### config.mk
export PLATFORM = sky130hd
export DESIGN_NAME = seg7_scan_decoder
export DESIGN_NICKNAME = d
export VERILOG_FILES = /design/src/rtl/seg7_pkg.sv /design/src/rtl/seg7_pattern_decode.sv /design/src/rtl/seg7_scan_decoder.sv
export SDC_FILE = /design/constraint.sdc
export NUM_CORES = 1
export LEC_CHECK = 0
export CORE_ASPECT_RATIO = 1.75
export CORE_MARGIN = 2
export CORE_UTILIZATION = 54
export CTS_BUF_LIST = sky130_fd_sc_hd__clkbuf_2
export DETAILED_ROUTE_END_ITERATION = 6
export PLACE_DENSITY_LB_ADDON = 0.1
export SLEW_MARGIN = 0
export SYNTH_ARGS = -nofsm -noshare
export SYNTH_HDL_FRONTEND = slang
export SYNTH_SLANG_ARGS = --single-unit
### constraint.sdc
create_clock -name clk -period 3.2 [get_ports clk]
set_input_delay 0.64 -clock clk [delete_from_list [all_inputs] [get_ports clk]]
set_output_delay 0.64 -clock clk [all_outputs]
set_load 0.05 [all_outputs]
### src/rtl/seg7_pkg.sv
// Shared constants and types for the seven-segment scan decoder.
package seg7_pkg;

    // Output codes for non-numeric glyphs
    localparam logic [3:0] CODE_L     = 4'hA;
    localparam logic [3:0] CODE_E     = 4'hB;
    localparam logic [3:0] CODE_U     = 4'hC;
    localparam logic [3:0] CODE_BAD   = 4'hD;
    localparam logic [3:0] CODE_BLANK = 4'hF;

    // Active-low segment patterns, bit0 = segment a ... bit6 = segment g
    localparam logic [6:0] SEG_0     = 7'b1000000;
    localparam logic [6:0] SEG_1     = 7'b1111001;
    localparam logic [6:0] SEG_2     = 7'b0100100;
    localparam logic [6:0] SEG_3     = 7'b0110000;
    localparam logic [6:0] SEG_4     = 7'b0011001;
    localparam logic [6:0] SEG_5     = 7'b0010010;
    localparam logic [6:0] SEG_6     = 7'b0000010;
    localparam logic [6:0] SEG_7     = 7'b1111000;
    localparam logic [6:0] SEG_8     = 7'b0000000;
    localparam logic [6:0] SEG_9     = 7'b0010000;
    localparam logic [6:0] SEG_L     = 7'b1000111;
    localparam logic [6:0] SEG_E     = 7'b0000110;
    localparam logic [6:0] SEG_U     = 7'b1000001;
    localparam logic [6:0] SEG_BLANK = 7'b1111111;

    typedef enum logic [1:0] {
        StIdle,
        StSettle,
        StHold
    } state_e;

    // Number of active (low) anode enables
    function automatic logic [2:0] count_low(input logic [3:0] an);
        logic [2:0] n;
        n = 3'd0;
        for (int i = 0; i < 4; i++) begin
            n = n + {2'b00, ~an[i]};
        end
        return n;
    endfunction

    // Position of the single low anode bit; only meaningful when exactly one is low
    function automatic logic [1:0] an_index(input logic [3:0] an);
        logic [1:0] idx;
        case (an)
            4'b1110: idx = 2'd0;
            4'b1101: idx = 2'd1;
            4'b1011: idx = 2'd2;
            4'b0111: idx = 2'd3;
            default: idx = 2'd0;
        endcase
        return idx;
    endfunction

endpackage

### src/rtl/seg7_pattern_decode.sv
// Combinational lookup from active-low segment pattern to display code.
module seg7_pattern_decode
    import seg7_pkg::*;
(
    input  logic [6:0] seg_i,
    output logic [3:0] code_o,
    output logic       bad_o
);

    // Map each recognised glyph; anything else is flagged as a bad pattern
    always_comb begin
        bad_o = 1'b0;
        case (seg_i)
            SEG_0:     code_o = 4'h0;
            SEG_1:     code_o = 4'h1;
            SEG_2:     code_o = 4'h2;
            SEG_3:     code_o = 4'h3;
            SEG_4:     code_o = 4'h4;
            SEG_5:     code_o = 4'h5;
            SEG_6:     code_o = 4'h6;
            SEG_7:     code_o = 4'h7;
            SEG_8:     code_o = 4'h8;
            SEG_9:     code_o = 4'h9;
            SEG_L:     code_o = CODE_L;
            SEG_E:     code_o = CODE_E;
            SEG_U:     code_o = CODE_U;
            SEG_BLANK: code_o = CODE_BLANK;
            default: begin
                code_o = CODE_BAD;
                bad_o  = 1'b1;
            end
        endcase
    end

endmodule

### src/rtl/seg7_scan_decoder.sv
// Recovers digit codes from a multiplexed seven-segment scan bus.
module seg7_scan_decoder
    import seg7_pkg::*;
#(
    parameter int unsigned STABLE_CYCLES  = 4,
    parameter int unsigned TIMEOUT_CYCLES = 200000,
    parameter logic [3:0]  DIGIT_MASK     = 4'b1011
) (
    input  logic        clk,
    input  logic        rst_n,
    input  logic [6:0]  seg_in,
    input  logic [3:0]  an_in,
    output logic [15:0] digits_out,
    output logic [3:0]  digit_valid,
    output logic        frame_valid,
    output logic        bad_pattern,
    output logic        stale
);

    localparam int unsigned TmoW = $clog2(TIMEOUT_CYCLES + 1);
    localparam logic [TmoW-1:0] TmoMax = TmoW'(TIMEOUT_CYCLES);
    localparam logic [7:0] SettleLast = 8'(STABLE_CYCLES - 1);

    state_e         state_q, state_d;
    logic [3:0]     an_q, an_d;
    logic [6:0]     seg_q, seg_d;
    logic [3:0]     cand_an_q, cand_an_d;
    logic [6:0]     cand_seg_q, cand_seg_d;
    logic [7:0]     settle_cnt_q, settle_cnt_d;
    logic [TmoW-1:0] tmo_q, tmo_d;
    logic [15:0]    digits_q, digits_d;
    logic [3:0]     valid_q, valid_d;
    logic [3:0]     seen_q, seen_d;
    logic           frame_q, frame_d;
    logic           bad_q, bad_d;
    logic           stale_q, stale_d;

    logic [2:0]     n_low;
    logic           is_cand;
    logic           multi_an;
    logic           same;
    logic           capture;
    logic [1:0]     idx;
    logic [3:0]     dec_code;
    logic           dec_bad;
    logic           frame_done;
    logic [TmoW-1:0] tmo_inc;

    seg7_pattern_decode u_decode (
        .seg_i  (seg_q),
        .code_o (dec_code),
        .bad_o  (dec_bad)
    );

    assign n_low      = count_low(an_q);
    assign is_cand    = (n_low == 3'd1);
    assign multi_an   = (n_low > 3'd1);
    assign same       = (an_q == cand_an_q) && (seg_q == cand_seg_q);
    assign idx        = an_index(an_q);
    assign frame_done = ((seen_q & DIGIT_MASK) == DIGIT_MASK);
    assign tmo_inc    = tmo_q + 1'b1;

    // Dwell FSM: qualify a candidate for STABLE_CYCLES identical samples, then hold
    always_comb begin
        state_d      = state_q;
        cand_an_d    = cand_an_q;
        cand_seg_d   = cand_seg_q;
        settle_cnt_d = settle_cnt_q;
        capture      = 1'b0;
        unique case (state_q)
            StIdle: begin
                if (is_cand) begin
                    state_d      = StSettle;
                    settle_cnt_d = 8'd1;
                    cand_an_d    = an_q;
                    cand_seg_d   = seg_q;
                end
            end
            StSettle: begin
                if (!is_cand) begin
                    state_d      = StIdle;
                    settle_cnt_d = 8'd0;
                end else if (same) begin
                    if (settle_cnt_q == SettleLast) begin
                        state_d      = StHold;
                        settle_cnt_d = 8'd0;
                        capture      = 1'b1;
                    end else begin
                        settle_cnt_d = settle_cnt_q + 8'd1;
                    end
                end else begin
                    // A different digit or pattern restarts qualification
                    settle_cnt_d = 8'd1;
                    cand_an_d    = an_q;
                    cand_seg_d   = seg_q;
                end
            end
            StHold: begin
                if (!same) begin
                    state_d      = StIdle;
                    settle_cnt_d = 8'd0;
                end
            end
            default: begin
                state_d      = StIdle;
                settle_cnt_d = 8'd0;
            end
        endcase
    end

    // Capture, frame tracking, error flag and staleness timeout
    always_comb begin
        an_d     = an_in;
        seg_d    = seg_in;
        digits_d = digits_q;
        valid_d  = valid_q;
        tmo_d    = tmo_q;
        stale_d  = stale_q;
        frame_d  = frame_done;
        // A completed frame clears the mask; a coincident capture re-adds only its own bit
        seen_d   = frame_done ? 4'b0000 : seen_q;
        bad_d    = bad_q | multi_an;

        if (capture) begin
            for (int i = 0; i < 4; i++) begin
                if (idx == 2'(i)) begin
                    digits_d[i*4 +: 4] = dec_code;
                end
            end
            valid_d[idx] = 1'b1;
            seen_d[idx]  = 1'b1;
            bad_d        = bad_d | dec_bad;
            tmo_d        = '0;
            stale_d      = 1'b0;
        end else if (tmo_q != TmoMax) begin
            tmo_d = tmo_inc;
            if (tmo_inc == TmoMax) begin
                stale_d = 1'b1;
                valid_d = 4'b0000;
                seen_d  = 4'b0000;
            end
        end
    end

    // State registers with asynchronous active-low reset
    always_ff @(posedge clk or negedge rst_n) begin
        if (!rst_n) begin
            state_q      <= StIdle;
            an_q         <= 4'b1111;
            seg_q        <= 7'b1111111;
            cand_an_q    <= 4'b1111;
            cand_seg_q   <= 7'b1111111;
            settle_cnt_q <= 8'd0;
            tmo_q        <= '0;
            digits_q     <= 16'hFFFF;
            valid_q      <= 4'b0000;
            seen_q       <= 4'b0000;
            frame_q      <= 1'b0;
            bad_q        <= 1'b0;
            stale_q      <= 1'b0;
        end else begin
            state_q      <= state_d;
            an_q         <= an_d;
            seg_q        <= seg_d;
            cand_an_q    <= cand_an_d;
            cand_seg_q   <= cand_seg_d;
            settle_cnt_q <= settle_cnt_d;
            tmo_q        <= tmo_d;
            digits_q     <= digits_d;
            valid_q      <= valid_d;
            seen_q       <= seen_d;
            frame_q      <= frame_d;
            bad_q        <= bad_d;
            stale_q      <= stale_d;
        end
    end

    assign digits_out  = digits_q;
    assign digit_valid = valid_q;
    assign frame_valid = frame_q;
    assign bad_pattern = bad_q;
    assign stale       = stale_q;

endmodule

; ---- Word level (Yosys, flattened, before mapping)
; Cells that the tools add are included.
[totals]
regBits = 77
output_inout_bits = 23
wordCells = 125
[op_classes]
add_sub_neg = 5
order_cmp = 3
eq_ne = 34
muxes = 42
bitwise = 8
reduce_logical = 17
[op_table]
columns = cell, n
row1 = case mux 4 bit (14 select lines), 1
row2 = "equality test 7 bit, second input constant", 6
row3 = 2-to-1 mux 4 bit, 10
row4 = 2-to-1 mux 8 bit, 5
row5 = 2-to-1 mux 18 bit, 2
row6 = case mux 8 bit (3 select lines), 1
row7 = "equality test 7 x 5 -> 1 bit, second input constant", 3
row8 = 2-to-1 mux 7 bit, 3
row9 = "adder 18 x 1 -> 18 bit, second input constant", 1
row10 = "equality test 18 bit, second input constant", 1
row11 = "inequality test 18 bit, second input constant", 1
row12 = "equality test 7 x 6 -> 1 bit, second input constant", 2
row13 = case mux 7 bit (2 select lines), 1
row14 = OR reduction 14 bit, 1
row15 = case mux 2 bit (3 select lines), 2
row16 = AND reduction 2 bit, 6
row17 = 2-to-1 mux 1 bit, 10
row18 = 2-to-1 mux 2 bit, 5
row19 = "adder 8 x 1 -> 8 bit, second input constant", 1
row20 = "equality test 4 bit, second input constant", 2
row21 = "equality test 8 x 2 -> 1 bit, second input constant", 1
row22 = "inequality test 2 bit, second input constant", 4
row23 = OR 4 bit, 2
row24 = case mux 4 bit (2 select lines), 1
row25 = 24 further kinds, 37

; ---- Logic depth before layout (Yosys ltp)
[depth]
ltp_word = 9
mapped_depth = 12
mapped_depth_nobuf = 11

; ---- By module
; From an unflattened synthesis, not the netlist that was laid out.
[hier_totals]
cells_unflattened = 363
area_unflattened_um2 = 4042.6
[by_module_without_submodules]
columns = module, n_inst, cells_each, area_each_um2, seq_area_each_um2
row1 = seg7_scan_decoder, 1, 314, 3694.8, 1949.4
row2 = seg7_pattern_decode, 1, 49, 347.8, 0.0

; ---- Least setup slack after synthesis
; Ideal clock, no wire load.
[synth_timing]
kind = register -> register
start = register an_q[1]
end = register digits_q[1], in the netlist digits_out[1]
setup_ns = 0.082
arrival_time_ns = 3.403
required_time_ns = 3.118
setup_slack_ns = -0.285
path_stages_with_launch = 12
n_path_buf = 1
synth_period_minus_slack_ns = 3.485
path_cell_list = dfstp_2 -> fa_1 -> inv_1 -> ha_1 -> inv_1 -> ha_1 -> nor4b_4 -> nand4_2 -> or4_1 -> buf_6 -> a211oi_4 -> mux2_4
[synth_via]
elab_chain_cells = 8
elab_cells_between_ends = 16
cone_classes = add/sub (3) / eq/ne (5) / mux (4) / bitwise (1) / reduce/logical (3)
[synth_rtl]
columns = element, line
row1 = start: declaration, seg7_scan_decoder.sv:25  ; logic [3:0] an_q, an_d;
row2 = start signal: assignment, seg7_scan_decoder.sv:163  ; an_q <= an_d;
row3 = inverter 1 bit, seg7_pkg.sv:38  ; n = n + {2'b00, ~an[i]};
row4 = adder 1 x 1 -> 2 bit, seg7_pkg.sv:38
row5 = adder 2 x 1 -> 3 bit, seg7_pkg.sv:38
row6 = adder 3 x 1 -> 3 bit, seg7_pkg.sv:38
row7 = equality test 3 x 1 -> 1 bit, seg7_scan_decoder.sv:56  ; assign is_cand = (n_low == 3'd1);
row8 = 2-to-1 mux 1 bit, seg7_scan_decoder.sv:80  ; if (!is_cand) begin
row9 = 2-to-1 mux 1 bit, seg7_scan_decoder.sv:70  ; unique case (state_q)
row10 = AND reduction 2 bit (no line) *, --
row11 = end signal: assignment, seg7_scan_decoder.sv:169  ; digits_q <= digits_d;
row12 = end: declaration, seg7_scan_decoder.sv:31  ; logic [15:0] digits_q, digits_d;
; Mark *: on every way between the ends. The rest lies on a longest branch, timed or not.
; A chain may end at the register's enable or synchronous reset.

; ---- Final worst setup path
; Ends and elaborated chain as after synthesis.

==> results_dict.tcl <==
set metrics [dict create \
    ctsHoldBuffers 0 \
    fin_setup_tns_ps 0 \
    p_int_mw 1.60 \
    placed_area_um2 4570 \
    overflow 0 \
    yosysWarnings 0 \
    synth-seq-area-share 0.482 \
    slew_viol_final 0 \
    avgSynthCellArea_um2 10.0 \
    async_flop_share 1.00 \
    synth_top_area_cell "dfstp_2" \
    worstPathArrival_ps 3690 \
    post-route-min-period_ps 3180 \
    synth-edff-count 0 \
    peakVddDrop_uv 400 \
    yosysTopAreaCellShare 0.247 \
    netlist_area_um2 4050 \
    root_buffer "clkbuf_2" \
    critPathLaunchType "register" \
    track_usage 0.234 \
    critPathCaptureType "register" \
    rsz0062_at_grt "true" \
    r2r_end "digits_out[1]" \
    grt_pass1_wl_um 15100 \
    cp_max_fo 4 \
    cts_sinks 76 \
    clockBufferDepth 2 \
    cts_made_buffers 9 \
    design.core.area_um2 7230 \
    synth_cell_types 59 \
    maxCapViolCount 0 \
    swShare 0.264 \
    status "finished, final reports clean" \
    drtIter0Drc 177 \
    fin_area_um2 4850 \
    fin_cells 543 \
    ys_seq_elements 76 \
    syn_nets 426 \
    finalHoldViolations 0 \
    drt-wirelength-per-cell_um 16.6 \
    worstMarginPinSlew_ps 763 \
    cts_tree "done" \
    synthTopCellsByArea "dfstp_2 (25%), dfrtp_1 (24%), xnor2_1 (5.2%)" \
    start_util 0.559 \
    rows 41 \
    htreeDepth 3 \
    clk_pin_slew_ps 220 \
    die_area_um2 8230 \
    pwr-share-clk 0.318 \
    synth_flop_cell "dfstp_2" \
    clock_latency_ps 550 \
    antenna_found_initial 0 \
    final_util 0.671 \
    detail-route-antenna-nets 0 \
    worst_clock_skew_ps 25.4 \
    power_per_cell_area_nw_per_um2 447 \
    rrSetupSlack_ps 20 \
    wl_um 9000 \
    switchingPower_uw 573 \
    drc 0 \
    layout.nets 474 \
    yosysMostFrequentCell "nor2_1" \
    ff2ff_path_depth 11 \
    fillers 585 \
    finalCritPeriodShare 0.993 \
    slew_headroom 0.492 \
    synthSimpleGateAreaFrac 0.225 \
    grt_max_degree 45 \
    crit_type "reg -> reg" \
    vias 3131 \
    synthTopCellsByCount "nor2_1 (53), dfrtp_1 (38), dfstp_2 (38)" \
    pwr-share-comb 0.146 \
    synth-xor-area-share 0.0606 \
    synthAdderAreaFrac 0.0297 \
    reg2reg_from "an_q[1]" \
    io_buffers 35 \
    synth.area.mux_share 0.0538 \
    timing.fmax_ghz 0.315 \
    via_per_inst 5.77 \
    syn2layout_area_growth_pct 20.0 \
    dp.cells 520 \
    routabilityCongestion 0.882 \
    seqPwrFrac 0.536 \
    hold_path_class "in -> async" \
    diodes 0 \
    die_width_um 69.4 \
    grt_pass1_vias 3118 \
    p_leak_nw 2.02 \
    die_h_um 118 \
    synth_compound_area_frac 0.106 \
    drt_first_pass_iters 4 \
    io_pins 36 \
    cp.required_ps 3710 \
    dpl.hpwl_um 6500 \
    setup_viol 0 \
    drive_gt1_frac 0.274 \
    synth_cells 404 \
    synth_top_family_by_area "simple AND/OR/NAND/NOR gates" \
]
metrics by stage:
stage,hold slack (ps),power [mW],worst slack (ps)
final,122,2.17,20.8
after global routing,112,2.28,-143
after CTS,105,2.18,9.08
after detailed placement,457,1.49,-146
after global placement,453,1.48,-36.5
after floorplan,344,1.38,-103
worst max path at each step:
stage            start       endpoint  slack (ps)  cells past startpoint
2_1_floorplan  an_q[1]  digits_out[1]        -100                     11
3_3_place_gp   an_q[1]  digits_out[2]         -40                     13
3_5_place_dp   an_q[1]  digits_out[2]        -150                     13
4_1_cts        an_q[1]  digits_out[1]           9                     11
5_1_grt        an_q[1]  digits_out[6]        -140                     12
6_report       an_q[1]  digits_out[1]          20                     11
metal layers:
metal / vias up / global-route usage / routed length [um]
met5: - / 0 / 0
met4: 0 / 0.112 / 278
met3: 23 / 0.0563 / 229
met2: 54 / 0.418 / 5020
met1: 1543 / 0.256 / 3470
li1: 1511 / - / -
sequential cells by signal, indices dropped and copies added (netlist names):
name and count:
an_q 4, bad_pattern 1, cand_an_q 4, cand_seg_q 7, digit_valid 4, digits_out 16, frame_valid 1, seen_q 3
seg_q 7, settle_cnt_q 8, stale 1, state_q 2, tmo_q 18
power groups by stage:
| stage | Clock [mW] | Combinational [mW] | Sequential (mW) |
|---|---|---|---|
| floorplan | 0 | 0.225 | 1.15 |
| global placement | 0 | 0.306 | 1.17 |
| detailed placement | 0 | 0.310 | 1.18 |
| CTS | 0.704 | 0.314 | 1.16 |
| global route | 0.745 | 0.355 | 1.18 |
| finish | 0.689 | 0.317 | 1.16 |
repair_timing:
item,CTS,global route
resized for setup,1,20
setup endpoints to repair,21,34
pin swaps,2,4
setup buffers,3,5
cells in the final DEF, fill, tap and decap left out, drive strengths merged, types with 5 or more instances in the layout:
| cell | n |
|---|---|
| o21ai | 10 |
| or3 | 6 |
| a21oi | 16 |
| clkdlybuf4s50 | 34 |
| inv | 19 |
| a31oi | 13 |
| nand3 | 17 |
| xnor2 | 24 |
| nand4 | 11 |
| clkbuf | 10 |
| nor3 | 13 |
| dfstp | 38 |
| dfrtp | 38 |
| buf | 27 |
| ha | 8 |
| nand2 | 30 |
| nor2 | 53 |
| nand2b | 5 |
| mux2 | 18 |
| nor4 | 7 |
critical path, stage by stage, from the launching register on:
cell      delay [ps]
dfstp_2          590
fa_1             410
inv_1             70
ha_2             180
inv_2             40
ha_4             210
nor4b_4          300
nand4_2          120
or4_4            520
a211oi_4         240
buf_6            160
mux2_4           290
area by class of cell:
class,count,area (um^2),share of cell area
Clock buffer,10,50.0,0.0103
Clock inverter,6,111,0.0229
Inverter,18,67.6,0.0139
Multi-Input combinational cell,286,1990,0.410
Sequential cell,76,1950,0.402
Tap cell,86,108,0.0222
Timing Repair Buffer,61,579,0.119
cells by family after synthesis:
family,count (synthesis)
fa+ha+maj,9
xor+xnor,28
flops,76
buf+inv,42
compound gates,64
simple gates,167
mux,18
No activity file was read; power rests on OpenSTA's default activity.
